`config.mk`:
```
export PLATFORM = sky130hd
export DESIGN_NAME = stage_sequencer_flat
export DESIGN_NICKNAME = d
export VERILOG_FILES = /design/src/rtl/stage_sequencer_pkg.sv /design/src/rtl/stage_sequencer_if.sv /design/src/rtl/stage_sequencer_watchdog.sv /design/src/rtl/stage_sequencer.sv /design/src/flat_wrapper.sv
export SDC_FILE = /design/constraint.sdc
export NUM_CORES = 1
export LEC_CHECK = 0
export ABC_AREA = 1
export CAP_MARGIN = 10
export CORE_ASPECT_RATIO = 0.75
export CORE_MARGIN = 2
export CORE_UTILIZATION = 45
export CTS_CLUSTER_DIAMETER = 200
export CTS_CLUSTER_SIZE = 10
export DETAILED_ROUTE_END_ITERATION = 8
export PLACE_DENSITY = 0.84
export SETUP_SLACK_MARGIN = 0.05
export SLEW_MARGIN = 30
export SYNTH_ARGS = -nofsm -noshare
export SYNTH_HDL_FRONTEND = slang
export SYNTH_SLANG_ARGS = --single-unit
```
`constraint.sdc`:
```
create_clock -name clock -period 2.1 [get_ports clock]
set_clock_uncertainty 0.05 [all_clocks]
set_input_delay 0.315 -clock clock [delete_from_list [all_inputs] [get_ports clock]]
set_output_delay 0.315 -clock clock [all_outputs]
set_load 0.03 [all_outputs]
```
`src/rtl/stage_sequencer_pkg.sv`:
```
// -----------------------------------------------------------------------------
// stage_sequencer_pkg
// Shared core definitions used by the stage sequencer slice:
//   XLEN                  - architectural address width
//   STAGE_TIMEOUT_DEFAULT - default per-stage watchdog limit (cycles)
//   jump_ctrl_t           - redirect request bundle sampled at retire
//   seq_state_t           - sequencer FSM states
//   next_pc()             - PC update rule applied at retire
// -----------------------------------------------------------------------------
package stage_sequencer_pkg;

    localparam int XLEN                  = 32;
    localparam int STAGE_TIMEOUT_DEFAULT = 1024;

    typedef struct packed {
        logic            enable;
        logic [XLEN-1:0] target;
    } jump_ctrl_t;

    typedef enum logic {
        SEQ_RUN    = 1'b0,
        SEQ_HALTED = 1'b1
    } seq_state_t;

    // Redirect targets are forced word-aligned; otherwise fall through by 4.
    function automatic logic [XLEN-1:0] next_pc(input logic [XLEN-1:0] cur_pc,
                                                 input jump_ctrl_t      jump);
        if (jump.enable)
            return {jump.target[XLEN-1:2], 2'b00};
        return cur_pc + XLEN'(4);
    endfunction

endpackage

```
`src/rtl/stage_sequencer_if.sv`:
```
// -----------------------------------------------------------------------------
// stage_sequencer_if
// Bundles the stage handshake, redirect/halt controls and status outputs.
//   master : environment side (drives stage_done/stage_skip/jump/halt_req)
//   slave  : sequencer side (drives stage_enable/stage_index/pc/retire/
//            instret/halted/timeout_error)
// -----------------------------------------------------------------------------
interface stage_sequencer_if
    import stage_sequencer_pkg::*;
#(
    parameter int NUM_STAGES = 5
) ();

    localparam int IDX_W = $clog2(NUM_STAGES);

    logic [NUM_STAGES-1:0] stage_done;
    logic [NUM_STAGES-1:0] stage_skip;
    logic                  jump_enable;
    logic [XLEN-1:0]       jump_target;
    logic                  halt_req;

    logic [NUM_STAGES-1:0] stage_enable;
    logic [IDX_W-1:0]      stage_index;
    logic [XLEN-1:0]       pc;
    logic                  retire;
    logic [63:0]           instret;
    logic                  halted;
    logic                  timeout_error;

    modport master (
        output stage_done, stage_skip, jump_enable, jump_target, halt_req,
        input  stage_enable, stage_index, pc, retire, instret, halted, timeout_error
    );

    modport slave (
        input  stage_done, stage_skip, jump_enable, jump_target, halt_req,
        output stage_enable, stage_index, pc, retire, instret, halted, timeout_error
    );

endinterface

```
`src/rtl/stage_sequencer_watchdog.sv`:
```
// -----------------------------------------------------------------------------
// stage_watchdog
// Counts cycles spent in the currently active stage and flags expiry when the
// stage has been enabled for STAGE_TIMEOUT cycles without completing.
// Ports:
//   clock, reset  - clock / synchronous active-high reset
//   active        - sequencer is running (a stage is enabled)
//   stage_done    - the active stage completes this cycle (restarts the count)
//   expire        - combinational: this is the last allowed cycle and the
//                   stage did not complete
// -----------------------------------------------------------------------------
module stage_watchdog
    import stage_sequencer_pkg::*;
#(
    parameter int STAGE_TIMEOUT = STAGE_TIMEOUT_DEFAULT
) (
    input  logic clock,
    input  logic reset,
    input  logic active,
    input  logic stage_done,
    output logic expire
);

    localparam int CNT_W = $clog2(STAGE_TIMEOUT + 1);

    // Number of cycles already spent in the current stage; 0 on entry.
    logic [CNT_W-1:0] count_q;

    always_ff @(posedge clock) begin
        if (reset || !active || stage_done)
            count_q <= '0;
        else
            count_q <= count_q + CNT_W'(1);
    end

    assign expire = active && !stage_done && (count_q == CNT_W'(STAGE_TIMEOUT - 1));

endmodule

```
`src/rtl/stage_sequencer.sv`:
```
// -----------------------------------------------------------------------------
// stage_sequencer
// Steps an instruction through NUM_STAGES one-hot stages, skipping bypassed
// stages, retiring on completion of the final non-skipped stage, updating the
// PC (fall-through or redirect) and counting retired instructions. A halt
// request stops the sequencer after the next retire; only reset restarts it.
//
// Optional feature: define STAGE_SEQUENCER_TIMEOUT_EN to instantiate the
// stage_watchdog; a stage enabled for STAGE_TIMEOUT cycles without completing
// sets the sticky timeout_error and halts without retiring. Without the macro
// timeout_error is tied to 0.
//
// Ports:
//   clock, reset - clock / synchronous active-high reset
//   bus (slave)  - stage_done/stage_skip/jump_enable/jump_target/halt_req in;
//                  stage_enable/stage_index/pc/retire/instret/halted/
//                  timeout_error out
// -----------------------------------------------------------------------------
module stage_sequencer
    import stage_sequencer_pkg::*;
#(
    parameter int              NUM_STAGES    = 5,
    parameter logic [XLEN-1:0] RESET_VECTOR  = 32'h00010000,
    parameter int              STAGE_TIMEOUT = STAGE_TIMEOUT_DEFAULT
) (
    input  logic              clock,
    input  logic              reset,
    stage_sequencer_if.slave  bus
);

    localparam int IDX_W = $clog2(NUM_STAGES);

    seq_state_t      state_q, state_d;
    logic [IDX_W-1:0] stage_q, stage_d;
    logic [XLEN-1:0]  pc_q, pc_d;
    logic [63:0]      instret_q, instret_d;
    logic             pending_q, pending_d;

    logic [IDX_W-1:0] next_idx;
    logic             has_next;
    logic             active_done;
    logic             retire_int;
    logic             expire;
    jump_ctrl_t       jump;

    assign jump        = '{enable: bus.jump_enable, target: bus.jump_target};
    assign active_done = bus.stage_done[stage_q];

    // Lowest non-skipped stage above the active one; the descending scan lets
    // the lowest match overwrite higher ones.
    always_comb begin
        has_next = 1'b0;
        next_idx = '0;
        for (int j = NUM_STAGES - 1; j >= 1; j--) begin
            if (j > int'(stage_q) && !bus.stage_skip[j]) begin
                has_next = 1'b1;
                next_idx = IDX_W'(j);
            end
        end
    end

    always_ff @(posedge clock) begin
        if (reset) begin
            state_q   <= SEQ_RUN;
            stage_q   <= '0;
            pc_q      <= RESET_VECTOR;
            instret_q <= '0;
            pending_q <= 1'b0;
        end else begin
            state_q   <= state_d;
            stage_q   <= stage_d;
            pc_q      <= pc_d;
            instret_q <= instret_d;
            pending_q <= pending_d;
        end
    end

    always_comb begin
        state_d    = state_q;
        stage_d    = stage_q;
        pc_d       = pc_q;
        instret_d  = instret_q;
        pending_d  = pending_q;
        retire_int = 1'b0;
        if (state_q == SEQ_RUN) begin
            // A halt raised in the retire cycle itself still takes effect.
            pending_d = pending_q | bus.halt_req;
            if (active_done) begin
                if (has_next) begin
                    stage_d = next_idx;
                end else begin
                    retire_int = 1'b1;
                    instret_d  = instret_q + 64'd1;
                    pc_d       = next_pc(pc_q, jump);
                    stage_d    = '0;
                    if (pending_d)
                        state_d = SEQ_HALTED;
                end
            end else if (expire) begin
                state_d = SEQ_HALTED;
            end
        end
    end

`ifdef STAGE_SEQUENCER_TIMEOUT_EN
    logic terr_q;

    stage_watchdog #(
        .STAGE_TIMEOUT (STAGE_TIMEOUT)
    ) u_watchdog (
        .clock      (clock),
        .reset      (reset),
        .active     (state_q == SEQ_RUN),
        .stage_done (active_done),
        .expire     (expire)
    );

    always_ff @(posedge clock) begin
        if (reset)
            terr_q <= 1'b0;
        else if (expire)
            terr_q <= 1'b1;
    end

    assign bus.timeout_error = terr_q;
`else
    assign expire            = 1'b0;
    assign bus.timeout_error = 1'b0;
`endif

    assign bus.stage_enable = (state_q == SEQ_RUN) ? (NUM_STAGES'(1) << stage_q) : '0;
    assign bus.stage_index  = stage_q;
    assign bus.pc           = pc_q;
    assign bus.retire       = retire_int && !reset;
    assign bus.instret      = instret_q;
    assign bus.halted       = (state_q == SEQ_HALTED);

endmodule

```
`src/flat_wrapper.sv`:
```
// flat-port wrapper written by rule: the top's interface ports become plain ports
module stage_sequencer_flat import stage_sequencer_pkg::*;
#(
    parameter int              NUM_STAGES    = 5,
    parameter logic [XLEN-1:0] RESET_VECTOR  = 32'h00010000,
    parameter int              STAGE_TIMEOUT = STAGE_TIMEOUT_DEFAULT
)
  (clock, reset, bus_stage_done, bus_stage_skip, bus_jump_enable, bus_jump_target, bus_halt_req, bus_stage_enable, bus_stage_index, bus_pc, bus_retire, bus_instret, bus_halted, bus_timeout_error);
  stage_sequencer_if #(.NUM_STAGES(NUM_STAGES)) bus_i ();
  input  logic clock;
  input  logic reset;
  input wire logic [$bits(bus_i.stage_done)-1:0] bus_stage_done;
  input wire logic [$bits(bus_i.stage_skip)-1:0] bus_stage_skip;
  input wire logic [$bits(bus_i.jump_enable)-1:0] bus_jump_enable;
  input wire logic [$bits(bus_i.jump_target)-1:0] bus_jump_target;
  input wire logic [$bits(bus_i.halt_req)-1:0] bus_halt_req;
  output wire logic [$bits(bus_i.stage_enable)-1:0] bus_stage_enable;
  output wire logic [$bits(bus_i.stage_index)-1:0] bus_stage_index;
  output wire logic [$bits(bus_i.pc)-1:0] bus_pc;
  output wire logic [$bits(bus_i.retire)-1:0] bus_retire;
  output wire logic [$bits(bus_i.instret)-1:0] bus_instret;
  output wire logic [$bits(bus_i.halted)-1:0] bus_halted;
  output wire logic [$bits(bus_i.timeout_error)-1:0] bus_timeout_error;
  assign bus_i.stage_done = bus_stage_done;
  assign bus_i.stage_skip = bus_stage_skip;
  assign bus_i.jump_enable = bus_jump_enable;
  assign bus_i.jump_target = bus_jump_target;
  assign bus_i.halt_req = bus_halt_req;
  assign bus_stage_enable = bus_i.stage_enable;
  assign bus_stage_index = bus_i.stage_index;
  assign bus_pc = bus_i.pc;
  assign bus_retire = bus_i.retire;
  assign bus_instret = bus_i.instret;
  assign bus_halted = bus_i.halted;
  assign bus_timeout_error = bus_i.timeout_error;
  stage_sequencer #(.NUM_STAGES(NUM_STAGES), .RESET_VECTOR(RESET_VECTOR), .STAGE_TIMEOUT(STAGE_TIMEOUT)) u_core (.clock(clock), .reset(reset), .bus(bus_i));
endmodule
```
==> results.txt <==
Outcome: finished clean
Routing usage on met1: 0.459
Tightest Hold Check Type: in -> reg
Grt ovf: 0
CTS tree: built
PortBufs: 146
# diodes: 0
Iter 0 DRT Violations: 708
Initial Utilization: 0.460
Multiplexer share of the synthesized area: 0.00150
Chip Width: 144 um
Fin Hold WS: 240 ps
Vias per inst: 5.31
Gp weighted congestion: 0.977
Max frequency: 506 MHz
Post-Route Setup TNS: 0 ps
CP Max Fanout: 6
Post-route DRC: 0
Met2 Use GR: 0.428
Clock sink count: 99
Initial antenna violation count: 1
Clk buf depth: 2
Maximum VDD drop: 0.666 mV
Pre-antenna DRT Iters: 5
Synth-to-Final Area Change: 35.2%
IO Pins: 153
PD cells: 636 mW/mm^2
Total die area: 0.0158 sq mm
Number of synthesized flops with an enable pin: 0
Met3 Usage GRT: 0.0845
Post-synthesis compound-gate area fraction: 0.0999
Main combinational cell family by area after synthesis: simple AND/OR/NAND/NOR gates
Number of global-route vias before repair: 7226
Minimum clock period: 1980 ps
WL final: 23.7 mm
Layout cells sized above 1: 0.0822
Core box area: 0.0145 sq mm
Synth Area in Adders: 0.00376
CP Launch Type: flip-flop
Clock Latency Late Sink: 360 ps
Fin. Hold Viols: 0
Fin nets: 1394
Synth unique cells: 37
Avg Inst Size Synth: 5.68 sq um
WP data arrival: 1610 ps
Most frequent cells after synthesis: nand2_1 (414), nor2_1 (247), dfxtp_1 (99)
Post-synth ARST share: 0
Die Y: 109 um
Post-DP HPWL: 18.5 mm
Synth top area cells: dfxtp_1 (30%), nand2_1 (23%), nor2_1 (14%)
WS Path Type: reg -> out
Global routing's busiest layer: met1
Total chip power: 5.72 mW
Synth Area in Simple Gates: 0.485
CP Capture Type: output port
Max-slew violations: 0
Xor-xnor portion of the synthesized cell area: 0.0290
Cell taking the most area after synthesis: dfxtp_1
Global-route wire length before repair: 37.5 mm
TritonCTS Buffers: 9
Yosys top cell area share: 0.298
Reg clk slew, reported paths: 70 ps
Via count: 8235
Mapped Cells: 1172
Yosys reg bits: 99
Endpoints failing setup: 0
Sequential area share after synthesis: 0.298
CP required: 1740 ps
Top-count cell post-synth: nand2_1
Number of core rows: 38
Ys flop type: dfxtp_1
Leakage Power: 3.05 nW
Setup WS post-layout: 123 ps
Overall Global Routing Usage: 0.306
Remaining antenna violation count: 0
Fin crit share: 0.942
Max cap viols: 0
Pin count of the biggest net entering global routing: 52
H-tree level count: 3
DR WL/cell: 15.3 um
Yosys warnings: 0
Place WS: -37.0 ps
Clock root buffer: clkbuf_16
Synthesized area: 0.00665 sq mm
RSZ-0062 raised after global routing: no
==> routing by layer <==
layer	vias up	wire, um
met5	-	13
met4	2	384
met3	34	3040
met2	433	9410
met1	3712	10800
li1	4054	-
==> placed cells by master (no fill, tap or decap), types with 5 or more instances in the layout <==
cell             instances
nor2_2                  17
nor3_1                  26
xor2_1                   8
dfxtp_1                 95
buf_4                   48
nand3b_1                 8
or2_2                    5
nor2_1                 235
o21ai_0                 39
nand4_1                 17
xnor2_1                 14
clkbuf_16                9
clkdlybuf4s50_1        137
inv_1                   87
buf_12                   6
nand3_1                 55
a21oi_1                 76
nand2_1                412
==> path summary, 6_finish.rpt <==
check | end | depth (start not counted) | slack [ps] | startpoint
setup reg to reg | u_core.bus.instret[38]$_SDFFE_PP0P_ | 8 | 160 | u_core.bus.instret[24]$_SDFFE_PP0P_
hold reg to reg | u_core.bus.instret[0]$_SDFFE_PP0P_ | 1 | 420 | u_core.bus.instret[0]$_SDFFE_PP0P_
setup / recovery | bus_stage_enable[2] | 4 | 120 | u_core.bus.halted$_SDFF_PP0_
hold / removal | u_core.bus.pc[22]$_SDFFE_PP0P_ | 2 | 240 | reset
==> per-stage QoR <==
step | cell area, sq um | utilization | cells
after floorplan | 6660 | - | 1174
after global placement | 8620 | 0.596 | 1534
after detailed placement | 8620 | 0.596 | 1534
after CTS | 8920 | 0.617 | 1550
after global routing | 8990 | 0.622 | 1551
final | 8990 | 0.622 | 1551
==> report_power, final <==
group          leakage [nW]  internal [mW]  switching (mW)
clock                 0.151          0.935           0.805
sequential            0.802           2.02           0.202
combinational          2.10          0.704            1.05
total                  3.05           3.66            2.06
==> final cells by class <==
| cell class | instances | area [sq um] |
|---|---|---|
| Sequential cell | 99 | 1990 |
| Tap cell | 200 | 250 |
| Inverter | 90 | 338 |
| Clock inverter | 7 | 75.1 |
| Multi-Input combinational cell | 947 | 4190 |
| Fill cell | 1429 | 5460 |
| Clock buffer | 9 | 225 |
| Timing Repair Buffer | 199 | 1920 |
==> logic make-up (layout without fill, tap and decap cells) <==
logic type / after synthesis / in the layout
DFF: 99 / 99
other: 1 / 3
adders and majority gates: 2 / 2
AOI/OAI and AO/OA: 128 / 128
and+or+nand+nor: 791 / 791
xor gates and xnor gates: 22 / 22
buffers and inverters: 128 / 305
muxes: 1 / 1
==> worst max-delay path, cell delays in order (launching register included) <==
cell and delay [ps]:
dfxtp_1 390, inv_1 190, nand2_1 120, nor3_1 140
clkdlybuf4s15_1 400
==> state kept, by name, summed over array words and instances (netlist names) <==
register                cells
u_core.bus.instret         64
u_core.pending_q            1
u_core.bus.pc              30
u_core.bus.stage_index      3
u_core.bus.halted           1
==> timing repair <==
action,CTS,global route
pin swaps,0,2
setup buffers,0,1
gates resized for setup,10,27
endpoints found under the setup margin,7,30
gates cloned,0,0
hold buffers,0,0
No activity file was read; power rests on OpenSTA's default activity.
